File: config.mk
export PLATFORM = sky130hd
export DESIGN_NAME = axis_downsizer_tlast_flat
export DESIGN_NICKNAME = d
export VERILOG_FILES = /design/src/rtl/axis_downsizer_tlast_if.sv /design/src/rtl/axis_downsizer_tlast.sv /design/src/flat_wrapper.sv
export SDC_FILE = /design/constraint.sdc
export NUM_CORES = 1
export LEC_CHECK = 0
export BUFFER_PORTS_ARGS = -buffer_cell sky130_fd_sc_hd__buf_2
export CORE_AREA = 2 2 86 121
export DETAILED_ROUTE_END_ITERATION = 7
export DIE_AREA = 0 0 88 123
export PLACE_DENSITY = 0.83
export SYNTH_ARGS = -nofsm -noshare
export SYNTH_HDL_FRONTEND = slang
export SYNTH_SLANG_ARGS = --single-unit
File: constraint.sdc
create_clock -name aclk -period 9.7 [get_ports aclk]
set_input_delay 0.485 -clock aclk [delete_from_list [all_inputs] [get_ports aclk]]
set_output_delay 0.485 -clock aclk [all_outputs]
set_load 0.05 [all_outputs]
File: src/rtl/axis_downsizer_tlast_if.sv
// AXI4-Stream link bundle (data, last, valid/ready) shared by the wide input
// and narrow output sides of the downsizer.
interface axis_downsizer_tlast_if #(
    parameter int DATA_WIDTH = 32
) ();
    logic [DATA_WIDTH-1:0] tdata;
    logic                  tlast;
    logic                  tvalid;
    logic                  tready;

    modport master (output tdata, output tlast, output tvalid, input tready);
    modport slave  (input tdata, input tlast, input tvalid, output tready);
endinterface

File: src/rtl/axis_downsizer_tlast.sv
// AXI4-Stream width downconverter: splits each wide beat into a runtime-chosen
// number of narrow words, LSB- or MSB-first, and forwards tlast on the final word.
module axis_downsizer_tlast #(
    parameter int S_AXIS_TDATA_WIDTH = 128,
    parameter int M_AXIS_TDATA_WIDTH = 32
) (
    input  logic                   aclk,
    input  logic                   areset,
    input  logic [15:0]            cfg_data,
    axis_downsizer_tlast_if.slave  s_axis,
    axis_downsizer_tlast_if.master m_axis
);
    localparam int RATIO      = (S_AXIS_TDATA_WIDTH / M_AXIS_TDATA_WIDTH < 1) ? 1 :
                                (S_AXIS_TDATA_WIDTH / M_AXIS_TDATA_WIDTH);
    localparam int CNTR_WIDTH = (RATIO > 1) ? $clog2(RATIO) : 1;
    localparam int NWORDS     = 2 ** CNTR_WIDTH;
    localparam logic [CNTR_WIDTH-1:0] MAX_IDX = CNTR_WIDTH'(RATIO - 1);

    typedef enum logic {ST_IDLE, ST_BUSY} state_t;

    state_t                      state_reg, state_next;
    logic [S_AXIS_TDATA_WIDTH-1:0] data_reg;
    logic                        last_reg, last_next;
    logic [CNTR_WIDTH-1:0]       idx_reg, idx_next;
    logic [CNTR_WIDTH-1:0]       end_idx_reg, end_idx_next;
    logic                        dir_reg, dir_next;

    logic                        busy;
    logic                        at_end;
    logic                        out_fire;
    logic                        accept;
    logic [CNTR_WIDTH-1:0]       cfg_cnt;
    logic [CNTR_WIDTH-1:0]       last_word;
    logic                        unused_cfg_bits;

    logic [M_AXIS_TDATA_WIDTH-1:0] word_arr [NWORDS];

    // Pad the word table to a power of two so idx never addresses past the end.
    genvar gi;
    generate
        for (gi = 0; gi < NWORDS; gi++) begin : g_words
            if (gi < RATIO) begin : g_used
                assign word_arr[gi] = data_reg[gi*M_AXIS_TDATA_WIDTH +: M_AXIS_TDATA_WIDTH];
            end else begin : g_pad
                assign word_arr[gi] = '0;
            end
        end
    endgenerate

    assign unused_cfg_bits = ^cfg_data;
    assign cfg_cnt   = cfg_data[CNTR_WIDTH-1:0];
    assign last_word = (cfg_cnt > MAX_IDX) ? MAX_IDX : cfg_cnt;

    assign busy     = (state_reg == ST_BUSY);
    assign at_end   = (idx_reg == end_idx_reg);
    assign out_fire = busy & m_axis.tready;

    // Combinational ready lets the next beat load on the same edge the last word leaves.
    assign s_axis.tready = ~areset & (~busy | (out_fire & at_end));
    assign accept        = s_axis.tvalid & s_axis.tready;

    assign m_axis.tvalid = busy;
    assign m_axis.tdata  = word_arr[idx_reg];
    assign m_axis.tlast  = busy & last_reg & at_end;

    always_comb begin
        state_next   = state_reg;
        idx_next     = idx_reg;
        end_idx_next = end_idx_reg;
        last_next    = last_reg;
        dir_next     = dir_reg;

        if (out_fire && !at_end) begin
            idx_next = dir_reg ? (idx_reg - 1'b1) : (idx_reg + 1'b1);
        end

        if (accept) begin
            state_next = ST_BUSY;
            last_next  = s_axis.tlast;
            dir_next   = cfg_data[15];
            if (cfg_data[15]) begin
                idx_next     = last_word;
                end_idx_next = '0;
            end else begin
                idx_next     = '0;
                end_idx_next = last_word;
            end
        end else if (out_fire && at_end) begin
            state_next = ST_IDLE;
        end
    end

    always_ff @(posedge aclk or posedge areset) begin
        if (areset) begin
            state_reg   <= ST_IDLE;
            idx_reg     <= '0;
            end_idx_reg <= '0;
            last_reg    <= 1'b0;
            dir_reg     <= 1'b0;
        end else begin
            state_reg   <= state_next;
            idx_reg     <= idx_next;
            end_idx_reg <= end_idx_next;
            last_reg    <= last_next;
            dir_reg     <= dir_next;
        end
    end

    // Payload needs no reset: it is only observed while busy.
    always_ff @(posedge aclk) begin
        if (accept) begin
            data_reg <= s_axis.tdata;
        end
    end
endmodule

File: src/flat_wrapper.sv
// flat-port wrapper written by rule: the top's interface ports become plain ports
module axis_downsizer_tlast_flat 
#(
    parameter int S_AXIS_TDATA_WIDTH = 128,
    parameter int M_AXIS_TDATA_WIDTH = 32
)
  (aclk, areset, cfg_data, s_axis_tdata, s_axis_tlast, s_axis_tvalid, s_axis_tready, m_axis_tdata, m_axis_tlast, m_axis_tvalid, m_axis_tready);
  axis_downsizer_tlast_if #(.DATA_WIDTH(128)) s_axis_i ();
  axis_downsizer_tlast_if #(.DATA_WIDTH(32)) m_axis_i ();
  input  logic aclk;
  input  logic areset;
  input  logic [15:0] cfg_data;
  input wire logic [$bits(s_axis_i.tdata)-1:0] s_axis_tdata;
  input wire logic [$bits(s_axis_i.tlast)-1:0] s_axis_tlast;
  input wire logic [$bits(s_axis_i.tvalid)-1:0] s_axis_tvalid;
  output wire logic [$bits(s_axis_i.tready)-1:0] s_axis_tready;
  output wire logic [$bits(m_axis_i.tdata)-1:0] m_axis_tdata;
  output wire logic [$bits(m_axis_i.tlast)-1:0] m_axis_tlast;
  output wire logic [$bits(m_axis_i.tvalid)-1:0] m_axis_tvalid;
  input wire logic [$bits(m_axis_i.tready)-1:0] m_axis_tready;
  assign s_axis_i.tdata = s_axis_tdata;
  assign s_axis_i.tlast = s_axis_tlast;
  assign s_axis_i.tvalid = s_axis_tvalid;
  assign s_axis_tready = s_axis_i.tready;
  assign m_axis_tdata = m_axis_i.tdata;
  assign m_axis_tlast = m_axis_i.tlast;
  assign m_axis_tvalid = m_axis_i.tvalid;
  assign m_axis_i.tready = m_axis_tready;
  axis_downsizer_tlast #(.S_AXIS_TDATA_WIDTH(S_AXIS_TDATA_WIDTH), .M_AXIS_TDATA_WIDTH(M_AXIS_TDATA_WIDTH)) u_core (.aclk(aclk), .areset(areset), .cfg_data(cfg_data), .s_axis(s_axis_i), .m_axis(m_axis_i));
endmodule
==> qor.log <==
INFO  run_status     status=complete, no violations
INFO  global_routing pin_count_of_the_biggest_net_entering_global_routing=73
INFO  synth          synth_area_leader_cell=edfxtp_1
INFO  timing         maxSlewHeadroom=41.9%
INFO  timing         setup_tns=0ns
INFO  synth          synth_top_cells_by_count=128 x edfxtp_1, 32 x mux4_2, 7 x dfrtp_1
INFO  floorplanning  core-area=9740um^2
INFO  synth          ys.warnings.count=0
INFO  power          seqPwrFrac=36.1%
INFO  drt            top_layer_used=met4
INFO  layout         stdcell_count=532
INFO  placement      place_inst=501
INFO  floorplanning  die_h=123um
INFO  power          powerDensity=324nW/um^2
INFO  drt            routed_length_per_instance=16.8um
INFO  synth          cell_area_synth=5030um^2
INFO  drt            wirelength_met1=3.25mm
INFO  worst_setup_path worst_path_most_repeated_cell=buf_4
INFO  layout         fraction_of_the_core_area_covered_by_cells_at_the_end_of_the_flow=68.0%
INFO  synth          synth_most_common_cell=edfxtp_1
INFO  drt            remaining_drc_errors=0
INFO  timing         slew_viol_final=0
INFO  clocking       clk_transition_reported_paths=0.06ns
INFO  worst_setup_path cp-start-kind=flip-flop
INFO  clocking       tritoncts=done
INFO  clocking       cts-hold-fix-buffers=0
INFO  layout         antenna_cells_inserted=0
INFO  worst_setup_path worstSetupStartpoint=u_core.end_idx_reg[1]$_DFFE_PP0P_
INFO  synth          synth_edf_count=128
INFO  global_routing groute.usage.overall=17.1%
INFO  timing         post_route_fraction_of_the_period_consumed_by_the_critical_path=30.1%
INFO  drt            via_count=2,639
INFO  clocking       cts_buffer_count=17
INFO  synth          post_synth_inst_count=200
INFO  placement      port_buffers=170
INFO  clocking       postCtsResizedCells=0
INFO  synth          netlist_top_cells_area=edfxtp_1 76%, mux4_2 14%, dfrtp_1 3.5%, mux2_4 1.2%, xnor2_4 0.55%
INFO  timing         setup_ws=6.78ns
INFO  power          power_frac_comb=34.9%
INFO  timing         report.final.setup_viol=0
INFO  synth          synth_unique_cells=21
INFO  power          sw_frac_of_total=35.1%
INFO  placement      detailedPlacementHpwl=6.25mm
INFO  power          net_switching_component_of_the_power=752uW
INFO  power          cellInternalPower=1.39mW
INFO  global_routing initial_antenna_violation_count=0
INFO  worst_setup_path timing.critical_path.to_type=flip-flop
INFO  drt            detailroute.wirelength.met3=616um
INFO  synth          net_count_synth=349
INFO  layout         largest_register_ff_count=128
INFO  worst_setup_path worstPathCellList=xnor2_2 > a31oi_2 > nor3b_4 > buf_4 > buf_4
INFO  synth          synth_area_per_cell=25.2um^2
INFO  layout         design.final.nets=534
INFO  drt            wl_met2=4.87mm
INFO  floorplanning  die_x=88um
INFO  layout         layout-area-overhead-vs-synth=31.6%
INFO  flow_run       maxCapViolations=0
INFO  layout         ratio_of_cells_with_drive_above_1_in_the_final_layout=61.2%
INFO  clocking       cts-htree-levels=4
INFO  floorplanning  floorplan.rows=43
INFO  worst_setup_path slowest_cell_delay_on_critical_path=0.81ns
INFO  drt            ant_nets=0
INFO  synth          dominantRegCellSynth=edfxtp_1
INFO  worst_setup_path reg2reg_from=u_core.end_idx_reg[1]$_DFFE_PP0P_
INFO  power          share_clk_of_total_power=29.0%
INFO  worst_setup_path worst_ep_required=9.72ns
INFO  timing         clock_skew=0.00758ns
INFO  worst_setup_path worst-endpoint-arrival=2.94ns
INFO  worst_setup_path critPathMaxFanout=72
INFO  clocking       clkLatencyLatePin=0.40ns
INFO  synth          synthArstFlopShare=5.19%
INFO  global_routing first_global_vias=2,771
INFO  drt            first_pass_iters=4
INFO  hold_path      timing.hold.worst.class=in2async
INFO  floorplanning  i_o_pin_count=184
INFO  drt            first_iter_violations=124
INFO  timing         timing_worst_slew_pin_value=0.871ns
INFO  clocking       cts_root_buf=clkbuf_16
INFO  drt            detail_route.vias_per_cell=4.96
INFO  clocking       cts.repair_timing.setup_buffer_count=0
INFO  placement      gp_routability_congestion=0.706
INFO  floorplanning  floorplan.die_area=10,800um^2
INFO  power          power_leakage=2.52nW
INFO  worst_setup_path worstReg2RegEnd=u_core.data_reg[99]$_DFFE_PP_
INFO  power          power.ir.vdd_worst=0.000204V
INFO  timing         period_minus_slack=2.92ns
INFO  synth          synth_seq_area_share=79.9%
INFO  clocking       cts.sinks=135
INFO  global_routing global_route.overflow_total=0
INFO  worst_setup_path setup.worst_path.class=reg2reg
INFO  clocking       cts-root-to-sink-buffers=2
INFO  worst_setup_path timing.reg2reg.worst_path_depth=5
INFO  synth          yosysTopAreaCellShare=76.4%
INFO  timing         fmaxAchievable=0.342GHz
INFO  layout         final_area=6620um^2
INFO  worst_setup_path rrSetupSlack=6.78ns
INFO  timing         finalHoldViolations=0
INFO  placement      pre_cts_slack=6.80ns
INFO  worst_setup_path slowest_stage=buf_4
INFO  timing         rsz0062_at_grt=no
INFO  placement      dpl_cell_area=6030um^2
INFO  drt            wl=8.93mm
INFO  floorplanning  effective_utilization_at_floorplan=51.7%
INFO  worst_setup_path setup.worst_path.end=u_core.data_reg[99]$_DFFE_PP_
INFO  global_routing grt_first_pass_wirelength=13.2mm
INFO  synth          synth-seq-cells=135
## layout make-up
| type | count | area, um^2 |
|---|---|---|
| Fill cell | 635 | 3120 |
| Inverter | 2 | 7.51 |
| Clock inverter | 13 | 156 |
| Tap cell | 135 | 169 |
| Sequential cell | 135 | 4020 |
| Clock buffer | 18 | 429 |
| Timing Repair Buffer | 174 | 881 |
| Multi-Input combinational cell | 55 | 957 |
## cells in the final DEF, fill, tap and decap left out, drive strengths merged
master,n
buf,174
edfxtp,128
mux4,32
clkbuf,18
dfrtp,7
clkinv,6
xnor2,5
mux2,4
nand2,3
clkinvlp,3
bufinv,3
inv,3
nor2b,2
mux2i,2
a31oi,1
nor3b,1
a21oi,1
nor2,1
and4,1
or2,1
a211oi,1
## through the flow
step | hold slack [ns] | total power, mW
floorplan | 0.288 | 1.40
global placement | 0.461 | 1.53
detailed placement | 0.474 | 1.54
CTS | 0.0436 | 2.17
global route | 0.0569 | 2.23
finish | 0.0462 | 2.14
## metal layers
metal	up-vias	GRT usage (%)
met5	-	0
met4	0	8.75
met3	12	5.74
met2	117	28.6
met1	1293	19.4
li1	1217	-
## worst min path at each step
stage	start	to	slack, ns	cells past startpoint
after global placement	areset	u_core.m_axis.tvalid$_DFFE_PP0P_	0.46	2
final	areset	u_core.m_axis.tvalid$_DFFE_PP0P_	0.05	2
after global routing	areset	u_core.m_axis.tvalid$_DFFE_PP0P_	0.06	2
after detailed placement	areset	u_core.m_axis.tvalid$_DFFE_PP0P_	0.47	2
after floorplan	areset	u_core.dir_reg$_DFFE_PP0P_	0.29	1
after CTS	areset	u_core.m_axis.tvalid$_DFFE_PP0P_	0.04	2
## cell families after synthesis
| kind of cell | synth area share, % |
|---|---|
| DFF | 79.9 |
| muxes | 15.9 |
| buffers and inverters | 1.12 |
| and+or+nand+nor | 1.22 |
| xor gates and xnor gates | 1.39 |
| AOI/OAI and AO/OA | 0.497 |
## worst max-delay path, delay by kind of cell, from the launching register on
| kind | cells | cell delay (ns) |
|---|---|---|
| AOI/OAI and AO/OA | 1 | 0.17 |
| buffers and inverters | 2 | 1.45 |
| DFF | 1 | 0.41 |
| xor gates and xnor gates | 1 | 0.25 |
| and+or+nand+nor | 1 | 0.18 |
## power groups by stage
stage / clock [mW] / sequential [mW] / combinational [mW]
2_1_floorplan: 0 / 0.786 / 0.613
5_1_grt: 0.660 / 0.781 / 0.792
3_3_place_gp: 0 / 0.777 / 0.750
3_5_place_dp: 0 / 0.785 / 0.757
6_report: 0.622 / 0.773 / 0.748
4_1_cts: 0.633 / 0.774 / 0.759
Power figures use the tool's default switching activity.
